<file path="config.mk">
export PLATFORM = sky130hd
export DESIGN_NAME = dmux_route_ctrl_flat
export DESIGN_NICKNAME = d
export VERILOG_FILES = /design/src/rtl/dmux_route_ctrl_pkg.sv /design/src/rtl/dmux_route_ctrl_if.sv /design/src/rtl/dmux_route_ctrl_hold_timer.sv /design/src/rtl/dmux_route_ctrl.sv /design/src/flat_wrapper.sv
export SDC_FILE = /design/constraint.sdc
export NUM_CORES = 1
export LEC_CHECK = 0
export CAP_MARGIN = 15
export CORE_UTILIZATION = 58
export CTS_BUF_LIST = sky130_fd_sc_hd__clkbuf_4 sky130_fd_sc_hd__clkbuf_8
export DETAILED_ROUTE_END_ITERATION = 8
export GPL_ROUTABILITY_DRIVEN = 0
export PLACE_DENSITY = 0.95
export SYNTH_ARGS = -nofsm -noshare
export SYNTH_HDL_FRONTEND = slang
export SYNTH_SLANG_ARGS = --single-unit
</file>
<file path="constraint.sdc">
create_clock -name clk -period 4.3 [get_ports clk]
set_input_delay 1.29 -clock clk [delete_from_list [all_inputs] [get_ports clk]]
set_output_delay 1.29 -clock clk [all_outputs]
set_load 0.05 [all_outputs]
</file>
<file path="src/rtl/dmux_route_ctrl_pkg.sv">
// Shared types and constants for the dmux1x16 route controller.
// The controller's own SEL_W parameter takes precedence over the package constant.
package dmux_pkg;

    localparam int SEL_W     = 4;
    localparam int N_CHAN    = 1 << SEL_W;
    localparam int CHAN_LAST = N_CHAN - 1;

    typedef logic [SEL_W-1:0] chan_t;

    typedef enum logic [1:0] {
        IDLE  = 2'd0,
        DRIVE = 2'd1,
        GAP   = 2'd2
    } state_t;

endpackage

</file>
<file path="src/rtl/dmux_route_ctrl_if.sv">
// Command channel of the route controller, grouped so benches and parents bind it in one go.
interface dmux_route_ctrl_if #(
    parameter int SEL_W  = 4,
    parameter int HOLD_W = 8
);

    // A command transfers on a rising edge where cmd_valid and cmd_ready are both 1.
    // While cmd_valid is high and cmd_ready is low, the payload has no effect.
    // The payload is sampled only on the transfer edge.
    logic              cmd_valid;
    logic              cmd_ready;
    logic [SEL_W-1:0]  cmd_chan;
    logic              cmd_data;
    logic [HOLD_W-1:0] cmd_hold;
    logic              cmd_scan;

    modport master (
        output cmd_valid, cmd_chan, cmd_data, cmd_hold, cmd_scan,
        input  cmd_ready
    );

    modport slave (
        input  cmd_valid, cmd_chan, cmd_data, cmd_hold, cmd_scan,
        output cmd_ready
    );

endinterface

</file>
<file path="src/rtl/dmux_route_ctrl_hold_timer.sv">
// Loadable down-counter that times how long each channel is driven.
// The zero flag marks the last cycle on the current channel.
module hold_timer #(
    parameter int W = 8
) (
    input  logic         clk,
    input  logic         rst_n,
    input  logic         clr,
    input  logic         load,
    input  logic [W-1:0] load_val,
    input  logic         dec,
    output logic         zero
);

    logic [W-1:0] cnt;

    always_ff @(posedge clk or negedge rst_n) begin
        if (!rst_n) begin
            cnt <= '0;
        end else if (clr) begin
            cnt <= '0;
        end else if (load) begin
            cnt <= load_val;
        end else if (dec && (cnt != '0)) begin
            cnt <= cnt - 1'b1;
        end
    end

    assign zero = (cnt == '0);

endmodule

</file>
<file path="src/rtl/dmux_route_ctrl.sv">
// Handshaked sequencer driving dmux1x16 a/s for a programmed number of cycles per channel.
// An optional scan steps s upward to the last channel with no idle cycle between channels.
module dmux_route_ctrl #(
    parameter int SEL_W  = 4,
    parameter int HOLD_W = 8
) (
    input  logic             clk,
    input  logic             rst_n,
    dmux_route_ctrl_if.slave cmd,
    input  logic             abort,
    output logic             dmux_a,
    output logic [SEL_W-1:0] dmux_s,
    output logic             busy,
    output logic             done,
    output dmux_pkg::state_t dbg_state
);

    import dmux_pkg::*;

    localparam logic [SEL_W-1:0] S_LAST = '1;

    state_t            state;
    state_t            state_nxt;
    logic              a_nxt;
    logic [SEL_W-1:0]  s_nxt;
    logic              done_nxt;
    logic              scan_q;
    logic              scan_nxt;
    logic [HOLD_W-1:0] reload_q;
    logic [HOLD_W-1:0] reload_nxt;
    logic [HOLD_W-1:0] cmd_reload;
    logic              accept;

    logic              t_clr;
    logic              t_load;
    logic [HOLD_W-1:0] t_val;
    logic              t_dec;
    logic              t_zero;

    assign cmd.cmd_ready = (state == IDLE) && !abort;
    assign accept        = cmd.cmd_valid && cmd.cmd_ready;
    // A hold of 0 is treated as 1, so the counter reload is max(hold,1)-1.
    assign cmd_reload    = (cmd.cmd_hold == '0) ? '0 : cmd.cmd_hold - 1'b1;
    assign dbg_state     = state;

    hold_timer #(.W(HOLD_W)) u_timer (
        .clk      (clk),
        .rst_n    (rst_n),
        .clr      (t_clr),
        .load     (t_load),
        .load_val (t_val),
        .dec      (t_dec),
        .zero     (t_zero)
    );

    always_comb begin
        state_nxt  = state;
        a_nxt      = dmux_a;
        s_nxt      = dmux_s;
        done_nxt   = 1'b0;
        scan_nxt   = scan_q;
        reload_nxt = reload_q;
        t_clr      = 1'b0;
        t_load     = 1'b0;
        t_val      = reload_q;
        t_dec      = 1'b0;

        case (state)
            IDLE: begin
                if (accept) begin
                    state_nxt  = DRIVE;
                    s_nxt      = cmd.cmd_chan;
                    a_nxt      = cmd.cmd_data;
                    scan_nxt   = cmd.cmd_scan;
                    reload_nxt = cmd_reload;
                    t_load     = 1'b1;
                    t_val      = cmd_reload;
                end
            end
            DRIVE: begin
                if (abort) begin
                    state_nxt = IDLE;
                    a_nxt     = 1'b0;
                    t_clr     = 1'b1;
                end else if (!t_zero) begin
                    t_dec = 1'b1;
                end else if (scan_q && (dmux_s != S_LAST)) begin
                    s_nxt  = dmux_s + 1'b1;
                    t_load = 1'b1;
                end else begin
                    state_nxt = GAP;
                    a_nxt     = 1'b0;
                    done_nxt  = 1'b1;
                end
            end
            GAP: begin
                state_nxt = IDLE;
                a_nxt     = 1'b0;
            end
            default: begin
                state_nxt = IDLE;
                a_nxt     = 1'b0;
            end
        endcase
    end

    always_ff @(posedge clk or negedge rst_n) begin
        if (!rst_n) begin
            state    <= IDLE;
            dmux_a   <= 1'b0;
            dmux_s   <= '0;
            busy     <= 1'b0;
            done     <= 1'b0;
            scan_q   <= 1'b0;
            reload_q <= '0;
        end else begin
            state    <= state_nxt;
            dmux_a   <= a_nxt;
            dmux_s   <= s_nxt;
            busy     <= (state_nxt != IDLE);
            done     <= done_nxt;
            scan_q   <= scan_nxt;
            reload_q <= reload_nxt;
        end
    end

endmodule

</file>
<file path="src/flat_wrapper.sv">
// flat-port wrapper written by rule: the top's interface ports become plain ports
module dmux_route_ctrl_flat import dmux_pkg::*;
#(
    parameter int SEL_W  = 4,
    parameter int HOLD_W = 8
)
  (clk, rst_n, abort, dmux_a, dmux_s, busy, done, dbg_state, cmd_cmd_valid, cmd_cmd_chan, cmd_cmd_data, cmd_cmd_hold, cmd_cmd_scan, cmd_cmd_ready);
  dmux_route_ctrl_if #(.SEL_W(SEL_W), .HOLD_W(HOLD_W)) cmd_i ();
  input  logic clk;
  input  logic rst_n;
  input  logic abort;
  output logic dmux_a;
  output logic [SEL_W-1:0] dmux_s;
  output logic busy;
  output logic done;
  output dmux_pkg::state_t dbg_state;
  input wire logic [$bits(cmd_i.cmd_valid)-1:0] cmd_cmd_valid;
  input wire logic [$bits(cmd_i.cmd_chan)-1:0] cmd_cmd_chan;
  input wire logic [$bits(cmd_i.cmd_data)-1:0] cmd_cmd_data;
  input wire logic [$bits(cmd_i.cmd_hold)-1:0] cmd_cmd_hold;
  input wire logic [$bits(cmd_i.cmd_scan)-1:0] cmd_cmd_scan;
  output wire logic [$bits(cmd_i.cmd_ready)-1:0] cmd_cmd_ready;
  assign cmd_i.cmd_valid = cmd_cmd_valid;
  assign cmd_i.cmd_chan = cmd_cmd_chan;
  assign cmd_i.cmd_data = cmd_cmd_data;
  assign cmd_i.cmd_hold = cmd_cmd_hold;
  assign cmd_i.cmd_scan = cmd_cmd_scan;
  assign cmd_cmd_ready = cmd_i.cmd_ready;
  dmux_route_ctrl #(.SEL_W(SEL_W), .HOLD_W(HOLD_W)) u_core (.clk(clk), .rst_n(rst_n), .cmd(cmd_i), .abort(abort), .dmux_a(dmux_a), .dmux_s(dmux_s), .busy(busy), .done(done), .dbg_state(dbg_state));
endmodule
</file>
==> metrics.md <==
| Metric | Value |
|---|---|
| Crit path arrival time | `2.24 ns` |
| R2r endpoint | `u_core.u_timer.cnt[5]` |
| CP max-delay cell | `clkdlybuf4s50_1` |
| Reg-to-Reg Start | `u_core.u_timer.cnt[0]` |
| WHS Endpoint | `u_core.reload_q[1]` |
| Synthesized area | `1550 sq um` |
| Final Instance Area | `1890 sq um` |
| Post-Synthesis Cells | `approximately 170` |
| Max-Cap Viols | `0` |
| I/O Pins | `28` |
| Row count | `18` |
| Vias in the first global route | `1278` |
| Worst r2r path cells | `7` |
| HPWL after DPL | `approximately 2700 um` |
| Psw | `0.497 mW` |
| Synth warn | `0` |
| Post-synthesis cell type count | `46` |
| Hold path depth | `2` |
| Setup_tns | `0 ns` |
| Worst hold margin | `0.499 ns` |
| Final Skew | `0.00226 ns` |
| Remaining DRCs | `0` |
| Sw Ratio | `0.458` |
| Setup CP Type | `primary input to output port` |
| WL/cell | `16.1 um` |
| Core area | `2500 sq um` |
| Period minus WS final | `3.53 ns` |
| N_diodes | `0` |
| Root Buffer | `clkbuf_4` |
| Power share of the clock group | `0.098` |
| Sink Count | `26` |
| Die Width | `53.7 um` |
| Overall global routing resource usage | `0.268` |
| Reg2Reg Setup Slack | `2.05 ns` |
| Share of post-route cells with drive strength above 1 | `0.102` |
| Outcome | `finished, final reports clean` |
| TritonCTS clock tree | `yes` |
| Slew @ Worst Pin | `0.765 ns` |
| Syn_nets | `190` |
| # setup viols final | `0` |
| Drt first-iter violations | `33` |
| Maximum clock path buffer count | `2` |
| First-pass GRT wire length | `5510 um` |
| Crit Path Max Fanout | `5` |
| Sequential power share | `0.382` |
| Crit end category | `output port` |
| CP Cell Sequence | `clkdlybuf4s50_1 > nor3_1 > buf_4` |
| Fin nets | `220` |
| Final worst path period share | `0.821` |
| Syn_area_per_cell | `a little over 9 sq um` |
| Vias | `1377` |
| Worst EP required | `3.01 ns` |
| Die area | `~2900 sq um` |
| WL final | `3630 um` |
| Max Slew Vio Count | `0` |
| CTS buffer count | `3` |
| Area after DPL | `approximately 1800 sq um` |
| CP Launch Type | `primary input` |
| Hold Violations, Final | `0` |
| Count of hold-fix buffers inserted at cts | `0` |
| Worst VDD drop | `about 540 uV` |
| Logic pwr share | `0.520` |
| Initial Utilization | `0.620` |
| Largest stage delay on the critical path | `about 0.50 ns` |
| Synthesis-to-finish area growth | `22.1%` |
| Grt ovf | `0` |
| 1st-pass router iterations | `4` |
| Start point of the worst hold path | `u_core.reload_q[1]` |
| Post-CTS resize count | `0` |
| Post-CTS setup repair buffer count | `0` |
| H-tree depth | `1` |
| Internal Power | `0.589 mW` |
| Die Y | `53.7 um` |
| Register area share after synthesis | `0.420` |
| Port Buffers | `27` |
| Largest net degree at the start of global routing | `27` |
| Clock Latency Late Sink | `0.33 ns` |
| Via/cell ratio | `6.09` |
| Synth Register Bits | `26` |
| Max Clk Rate | `283 MHz` |
| P_leak | `0.820 nW` |
| Worst rel slew slack | `0.483` |
| Pwr Density | `574 nW/um^2` |
| Antenna viol nets, final | `0` |
| RSZ-0062 raised after global routing | `false` |
| Most frequent cells in the layout | `clkdlybuf4s50_1, dfrtp_1, nand2_1, nor2_1, o21ai_1` |
| Worst hold path type | `register to register` |
| Initial antenna violation count | `0` |
| Clk slew on worst S/H paths | `approximately 0.13 ns` |
| Power, Total | `between 1 and 1.5 mW` |
[sequential cells by signal, indices dropped and copies added (netlist names)]
register	count
u_core.dmux_a	1
u_core.scan_q	1
u_core.done	1
u_core.dbg_state	2
u_core.reload_q	8
u_core.dmux_s	4
u_core.u_timer.cnt	8
u_core.busy	1
[cells in the mapped netlist, drive strengths merged]
| library cell | instances | area [sq um] |
|---|---|---|
| dfrtp | 26 | 651 |
| o21ai | 22 | 140 |
| nand2 | 19 | 71.3 |
| nor2 | 14 | 52.6 |
| inv | 11 | 41.3 |
| a21oi | 9 | 45.0 |
| mux2i | 9 | 90.1 |
| nor3 | 6 | 30.0 |
| ha | 4 | 50.1 |
| nor3b | 4 | 35.0 |
| or3 | 4 | 25.0 |
| and2 | 3 | 21.3 |
| buf | 3 | 17.5 |
| nand2b | 3 | 18.8 |
| nand3 | 3 | 15.0 |
| xnor2 | 3 | 26.3 |
| a211oi | 2 | 20.0 |
| a21o | 2 | 22.5 |
| a31oi | 2 | 12.5 |
| nor2b | 2 | 12.5 |
| nor4b | 2 | 23.8 |
| or4b | 2 | 23.8 |
| a22o | 1 | 8.76 |
| a311oi | 1 | 8.76 |
| a31o | 1 | 8.76 |
| clkbuf | 1 | 3.75 |
| nand4 | 1 | 6.26 |
| nor4 | 1 | 6.26 |
| o21a | 1 | 7.51 |
| o221a | 1 | 11.3 |
| o221ai | 1 | 8.76 |
| o22a | 1 | 8.76 |
| o31ai | 1 | 7.51 |
| o32a | 1 | 10.0 |
| or4 | 1 | 7.51 |
[power groups by stage]
stage               Sequential, mW  Clock [mW]  Combinational [mW]
floorplan                    0.490           0               0.315
global placement             0.407           0               0.530
detailed placement           0.417           0               0.556
CTS                          0.411       0.105               0.560
global route                 0.425       0.115               0.613
finish                       0.415       0.106               0.564
[final cells by class]
cell class	count	area, sq um
multi-input combinational	127	836
timing repair buffer	29	303
clock buffer	3	22.5
fill	170	609
inverter	11	41.3
tap	30	37.5
sequential	26	651
[worst max-delay path: cells and delay by family]
family | cells | cell delay [ns]
buffers and inverters | 2 | 0.73
AND/OR/NAND/NOR | 1 | 0.22
[through the flow]
| step | setup slack (ns) | util | std cells |
|---|---|---|---|
| floorplan | 0.644 | - | 168 |
| global placement | 0.831 | 0.736 | 222 |
| detailed placement | 0.768 | 0.736 | 222 |
| CTS | 0.762 | 0.745 | 225 |
| global route | 0.690 | 0.756 | 226 |
| finish | 0.768 | 0.756 | 226 |
[worst max path at each step]
stage	from	end	slack (ns)	depth (start not counted)
floorplan	abort	cmd_cmd_ready	0.64	1
global placement	abort	cmd_cmd_ready	0.83	3
detailed placement	abort	cmd_cmd_ready	0.77	3
CTS	abort	cmd_cmd_ready	0.76	3
global route	abort	cmd_cmd_ready	0.69	3
finish	abort	cmd_cmd_ready	0.77	3
[layer usage]
metal | GRT usage | part of all wire | wire, um | vias up
met3 | 0.0339 | 0.033 | 118 | 9
met1 | 0.307 | 0.42 | 1520 | 666
met5 | 0 | 0 | 0 | -
met2 | 0.475 | 0.52 | 1900 | 40
li1 | - | - | - | 662
met4 | 0.149 | 0.026 | 94 | 0
[logic make-up (layout without fill, tap and decap cells)]
kind of cell | count (synthesis) | in the layout | share of synthesized area
compound gates | 46 | 46 | 0.207
xor+xnor | 3 | 3 | 0.0170
fa+ha+maj | 4 | 4 | 0.0323
buf+inv | 15 | 43 | 0.0404
flops | 26 | 26 | 0.420
mux | 9 | 9 | 0.0582
simple gates | 65 | 65 | 0.225
Note: power is estimated with default switching activity, not from simulation.
